### src/rtl/vector_pkg.sv
// Shared definitions for the vector lane packer: lane count, default sample width,
// controller state encoding and a helper that locates a lane inside a packed vector.
package vector_pkg;

  localparam int NUM_LANES     = 4;
  localparam int DEFAULT_WIDTH = 12;

  typedef enum logic [1:0] {
    FILL   = 2'd0,
    LAUNCH = 2'd1,
    WAIT   = 2'd2
  } state_t;

  // Bit offset of the least significant bit of a lane.
  function automatic int lane_lo(input int lane, input int width);
    return lane * width;
  endfunction

endpackage

### src/rtl/vector_lane_packer.sv
// Packs a serial sample stream into 4-lane vectors for vector_max, pulses start,
// then holds the vector until done returns or the wait times out.
module vector_lane_packer
  import vector_pkg::*;
#(
  parameter int WIDTH   = DEFAULT_WIDTH,
  parameter int CNT_W   = 16,
  parameter int TIMEOUT = 15
) (
  input  logic                       clk,
  input  logic                       reset,
  input  logic [WIDTH-1:0]           in_data,
  input  logic                       in_valid,
  input  logic                       in_last,
  output logic                       in_ready,
  output logic [NUM_LANES*WIDTH-1:0] vec_out,
  output logic                       start_out,
  input  logic                       max_done,
  output logic                       busy,
  output logic [CNT_W-1:0]           vec_count,
  output logic                       timeout_err
);

  localparam int          VW           = NUM_LANES * WIDTH;
  localparam logic [7:0]  TIMEOUT_LAST = 8'(TIMEOUT - 1);

  state_t           r_state;
  logic [1:0]       r_idx;
  logic [VW-1:0]    r_vec;
  logic [7:0]       r_wait_cnt;
  logic [CNT_W-1:0] r_count;
  logic             r_timeout;

  state_t           w_state_next;
  logic [1:0]       w_idx_next;
  logic [VW-1:0]    w_vec_next;
  logic [7:0]       w_wait_next;
  logic [CNT_W-1:0] w_count_next;
  logic             w_timeout_next;
  logic             w_xfer;
  logic             w_close;

  assign in_ready    = (r_state == FILL);
  assign start_out   = (r_state == LAUNCH);
  assign busy        = (r_state == LAUNCH) || (r_state == WAIT);
  assign vec_out     = r_vec;
  assign vec_count   = r_count;
  assign timeout_err = r_timeout;

  assign w_xfer  = in_valid && in_ready;
  assign w_close = in_last || (r_idx == 2'd3);

  always_ff @(posedge clk or posedge reset) begin
    if (reset) begin
      r_state    <= FILL;
      r_idx      <= 2'd0;
      r_vec      <= '0;
      r_wait_cnt <= 8'd0;
      r_count    <= '0;
      r_timeout  <= 1'b0;
    end else begin
      r_state    <= w_state_next;
      r_idx      <= w_idx_next;
      r_vec      <= w_vec_next;
      r_wait_cnt <= w_wait_next;
      r_count    <= w_count_next;
      r_timeout  <= w_timeout_next;
    end
  end

  always_comb begin
    w_state_next   = r_state;
    w_idx_next     = r_idx;
    w_vec_next     = r_vec;
    w_wait_next    = r_wait_cnt;
    w_count_next   = r_count;
    w_timeout_next = r_timeout;

    case (r_state)
      FILL: begin
        if (w_xfer) begin
          // Closing a short group explicitly zeroes every lane above the last one written.
          for (int k = 0; k < NUM_LANES; k++) begin
            if (k == int'(r_idx)) begin
              w_vec_next[lane_lo(k, WIDTH) +: WIDTH] = in_data;
            end else if (w_close && (k > int'(r_idx))) begin
              w_vec_next[lane_lo(k, WIDTH) +: WIDTH] = '0;
            end
          end
          if (w_close) begin
            w_idx_next   = 2'd0;
            w_state_next = LAUNCH;
          end else begin
            w_idx_next = r_idx + 2'd1;
          end
        end
      end

      LAUNCH: begin
        w_wait_next  = 8'd0;
        w_state_next = WAIT;
      end

      WAIT: begin
        if (max_done) begin
          w_count_next = r_count + 1'b1;
          w_vec_next   = '0;
          w_state_next = FILL;
        end else if (r_wait_cnt == TIMEOUT_LAST) begin
          w_timeout_next = 1'b1;
          w_vec_next     = '0;
          w_state_next   = FILL;
        end else begin
          w_wait_next = r_wait_cnt + 8'd1;
        end
      end

      default: begin
        w_vec_next   = '0;
        w_idx_next   = 2'd0;
        w_state_next = FILL;
      end
    endcase
  end

endmodule
### config.mk
export PLATFORM = sky130hd
export DESIGN_NAME = vector_lane_packer
export DESIGN_NICKNAME = d
export VERILOG_FILES = /design/src/rtl/vector_pkg.sv /design/src/rtl/vector_lane_packer.sv
export SDC_FILE = /design/constraint.sdc
export NUM_CORES = 1
export LEC_CHECK = 0
export BUFFER_PORTS_ARGS = -buffer_cell sky130_fd_sc_hd__buf_2
export CAP_MARGIN = 10
export CORE_MARGIN = 2
export CORE_UTILIZATION = 35
export DETAILED_ROUTE_END_ITERATION = 8
export PLACE_DENSITY_LB_ADDON = 0.08
export SYNTH_ARGS = -nofsm -noshare
export SYNTH_HDL_FRONTEND = slang
export SYNTH_SLANG_ARGS = --single-unit
### constraint.sdc
create_clock -name clk -period 7 [get_ports clk]
set_clock_uncertainty 0.1 [all_clocks]
set_input_delay 1.05 -clock clk [delete_from_list [all_inputs] [get_ports clk]]
set_output_delay 1.05 -clock clk [all_outputs]
set_load 0.005 [all_outputs]
==> results <==
- The number of different library cells used by synthesis comes to 40.
- The largest incremental delay on the critical path is 0.88 ns.
- The worst pin sits at a relative slew slack of 0.280.
- The number of I/O port buffers is 84.
- Setup repair after global routing left no endpoint under its margin.
- The critical path is of the reg -> out type.
- The worst register-to-register path has a setup slack of 3.92 ns.
- The die is 107 um wide.
- STA classifies the critical path endpoint as a primary output.
- Summed over all failing endpoints, the final setup total negative slack is 0 ns.
- Clock-pin slew was measured on the worst setup and hold paths at approximately 0.090 ns.
- In this run the critical register-to-register path is launched from r_state[0].
- The most used flip-flop cell after synthesis is sky130_fd_sc_hd__dfrtp_1.
- Clock tree synthesis found a total of 77 sinks.
- In the synthesized netlist, the number of instances is 333.
- The endpoint identified for the worst register-to-register timing path is vec_out[13].
- Of the synthesized area, sequential elements account for 0.515.
- The number of antenna violations at the first check in global routing is 0.
- After synthesis, the largest family of logic cells by area is simple AND/OR/NAND/NOR gates.
- The share of synthesized area in the top cell type comes to 0.515.
- In this run, the number of DRC markers left after iteration 0 of detailed routing was about 110.
- The end-of-flow core utilization is 0.430.
- The largest buffer count on any clock path is 2.
- The worst hold path terminates at vec_count[15].
- The remaining antenna violation count after routing is 0.
- The growth of design area from synthesis to finish is 19.2%.
- The depth of the worst register-to-register path is 6.
- Routability-driven placement finished with a final weighted congestion of 0.816.
- Synthesis produced a netlist with a net count of 363.
- The effective utilization at floorplan is 0.361.
- The pin slew with the least headroom to its limit is 1.08 ns.
- The area share of fa/ha/maj cells after synthesis is 0.0435.
- The number of buffers added for setup after CTS is 0.
- Of the total synthesized cell area, the portion taken by XOR and XNOR cells is 0.0351.
- The worst endpoint data arrival time is 2.00 ns.
- Counting the buffers created by CTS gives 9.
- Grouping stages by cell kind, the critical path spends the most delay in adder cells.
- The first detailed-routing pass ran for 4 iterations.
- After synthesis the cells add up to 3740 um^2.
- OpenSTA, run right after detailed placement, puts the worst setup slack at 3.91 ns.
- The final layout contains routed wiring with a total length of 8690 um.
- The root buffer cell is sky130_fd_sc_hd__clkbuf_8.
- The final hold violation count is 0.
- For this design, the slowest cell found on the critical path is sky130_fd_sc_hd__ha_1.
- For this run the aggregate overflow at the end of global routing stands at 0.
- The buffers plus inverters on the worst setup path is 2.
- The total number of yosys warnings is 0.
- The number of gates resized after CTS was 0.
- The number of violations of the max-capacitance limit is 0.
- The smallest clock period supported by the final layout is computed as 3.15 ns.
- The start point of the worst hold path is vec_count[15].
- The count of final max-slew check failures was 0.
- The global-route wire length before repair is between 10,000 and 15,000 um.
- The post-cts hold buffer count is 0.
- For this design the ratio of total power to cell area is 328 nW/um^2.
- A synthesized cell averages about 11 um^2.
- The final routed wire length divided by cell count is 15.6 um.
- The flow ran to the end, and the final reports show no timing, DRC or antenna violations.
- Walking the worst path, the cells encountered are inv_1 -> ha_1 -> buf_2.
- Of the cells placed in the final design, the portion with a size suffix greater than 1 is 0.338.
- The post-synthesis compound-gate area fraction is 0.0408.
- Along the worst path, the maximum fanout reaches between 40 and 50.
- The antenna diode count is 0.
- The dominant cell type by area after synthesis is sky130_fd_sc_hd__dfrtp_1.
- Of the total synthesized cell area, the portion taken by AND, OR, NAND and NOR gates is 0.169.
- Dividing the final minimum period by the clock period gives 0.450.
- Across all setup checks in the final design, the least slack found is 3.85 ns.
- Across the VDD grid, the largest voltage drop is 0.295 mV.
- The core outline area is a little over 10,000 um^2.
- The maximum number of pins on one net before global-route repair is between 70 and 80.
- For this design the top-level I/O count stands at 85.
- The final HPWL from detailed placement is 5940 um.
- CTS built an H-tree with a depth of 3.
- The startpoint type of the worst setup path is a register.
- The analysis attributes to cell leakage a power of 0.00248 uW.
- For the worst-skew pair, the clock arrives at the later sink with an insertion delay of 0.35 ns.
- Data on the critical path is required at its endpoint by 5.85 ns.
- The number of synthesized flops with an enable pin is 0.
- The number of design rule violations left after detail routing is 0.
- In this run the worst hold path is classified as reg -> reg.
- The via density per instance is 4.85.
- The post-synthesis sequential element count is 77.
- For this run, the post-layout net count is 446.
- The total via count after detailed routing is 2,696.
- By area the synthesized netlist is led by sky130_fd_sc_hd__dfrtp_1, sky130_fd_sc_hd__mux2_2, sky130_fd_sc_hd__and3_1.
- Total power for the finished layout comes to 1470 uW.
- In this run the core area contains 37 standard-cell rows.
- Derived from the worst setup path, the maximum achievable clock frequency is 0.317 GHz.
- The die covers between 10,000 and 15,000 um^2.
- Of the post-synthesis cell area, the part taken by muxes is 0.152.
- Setup violations remaining at the end of the flow were counted as 0.
- The cell count of the worst hold path is 1.
- The proportion of register bits with asynchronous set or reset after synthesis is 1.00.
- The die extent in y is 107 um.
- TritonCTS built the clock tree.
- The number of global-route vias before repair was 2,587.
- The final-layout fill cell count is 1,009.
- Across every metal layer, demand over resource in global routing totals 0.158.
==> how the worst max path moves through the flow <==
stage	to	from	cells after the start	slack, ns
6_report	in_ready	r_state[0]	3	3.85
5_1_grt	vec_out[17]	r_state[0]	6	3.64
4_1_cts	in_ready	r_state[0]	3	3.83
3_5_place_dp	vec_out[19]	r_state[0]	6	3.91
3_3_place_gp	vec_out[22]	r_state[0]	6	3.98
2_1_floorplan	r_idx[0]	reset	1	3.88
==> cell families after synthesis <==
family,Yosys count
XOR/XNOR,15
buffers and inverters,40
multiplexers,52
AO/OA/AOI/OAI,21
flip-flops,77
adder cells (fa/ha/maj),13
AND/OR/NAND/NOR,115
==> layout make-up <==
class,instances,area [um^2],share of cell area
Clock buffer,9,124,0.0278
Sequential cell,77,1930,0.432
Inverter,27,103,0.0230
Tap cell,136,170,0.0381
Timing Repair Buffer,85,428,0.0959
Multi-Input combinational cell,216,1650,0.369
Clock inverter,6,63.8,0.0143
==> state kept, by name (all words and copies together) (netlist names) <==
register     count
vec_count       16
r_state          2
r_idx            2
vec_out         48
r_wait_cnt       8
timeout_err      1
==> worst register-to-register path, cell delays in order (launching register included) <==
cell and delay [ns]:
sky130_fd_sc_hd__dfrtp_1 0.40, sky130_fd_sc_hd__inv_1 0.11, sky130_fd_sc_hd__ha_1 0.88, sky130_fd_sc_hd__nor2b_1 0.37
sky130_fd_sc_hd__nor2_1 0.13, sky130_fd_sc_hd__nand3_1 0.56, sky130_fd_sc_hd__mux2_2 0.41
==> routing by layer <==
| metal | track usage | part of all wire | vias to the layer above |
|---|---|---|---|
| li1 | - | - | 1312 |
| met1 | 0.236 | 0.50 | 1315 |
| met2 | 0.226 | 0.44 | 61 |
| met3 | 0.0327 | 0.048 | 8 |
| met4 | 0.0549 | 0.012 | 0 |
| met5 | 0 | 0 | - |
==> cells in the mapped netlist (3+ instances only) <==
library cell	number
sky130_fd_sc_hd__nand2b_1	3
sky130_fd_sc_hd__or3_1	3
sky130_fd_sc_hd__nor2b_1	3
sky130_fd_sc_hd__inv_1	27
sky130_fd_sc_hd__o21ai_0	5
sky130_fd_sc_hd__nand2_1	27
sky130_fd_sc_hd__o211ai_1	4
sky130_fd_sc_hd__mux2_2	38
sky130_fd_sc_hd__clkbuf_1	9
sky130_fd_sc_hd__mux2i_1	14
sky130_fd_sc_hd__xor2_1	5
sky130_fd_sc_hd__nand4_1	4
sky130_fd_sc_hd__ha_1	13
sky130_fd_sc_hd__xnor2_1	10
sky130_fd_sc_hd__and3_1	38
sky130_fd_sc_hd__nand3_1	14
sky130_fd_sc_hd__dfrtp_1	77
sky130_fd_sc_hd__nor2_1	9
==> report_power, final <==
part | switching (uW) | internal (uW)
combinational | 321 | 239
clock | 171 | 163
sequential | 51.7 | 519
==> through the flow <==
step           std cells  hold WS, ns  area, um^2
2_1_floorplan        333        0.354        3740
3_3_place_gp         541        0.349        4270
3_5_place_dp         541        0.359        4270
4_1_cts              556        0.374        4460
5_1_grt              556        0.413        4460
6_report             556        0.367        4460
==> cell usage in the layout (no fill, tap or decap), types with 9 or more instances in the layout <==
cell	count
sky130_fd_sc_hd__and3_1	38
sky130_fd_sc_hd__buf_2	84
sky130_fd_sc_hd__xnor2_1	10
sky130_fd_sc_hd__nand3_1	14
sky130_fd_sc_hd__inv_1	26
sky130_fd_sc_hd__mux2i_1	14
sky130_fd_sc_hd__nand2_1	27
sky130_fd_sc_hd__clkbuf_8	9
sky130_fd_sc_hd__nor2_1	9
sky130_fd_sc_hd__mux2_2	38
sky130_fd_sc_hd__ha_1	13
sky130_fd_sc_hd__dfrtp_1	77
(Power assumes the default switching activity.)
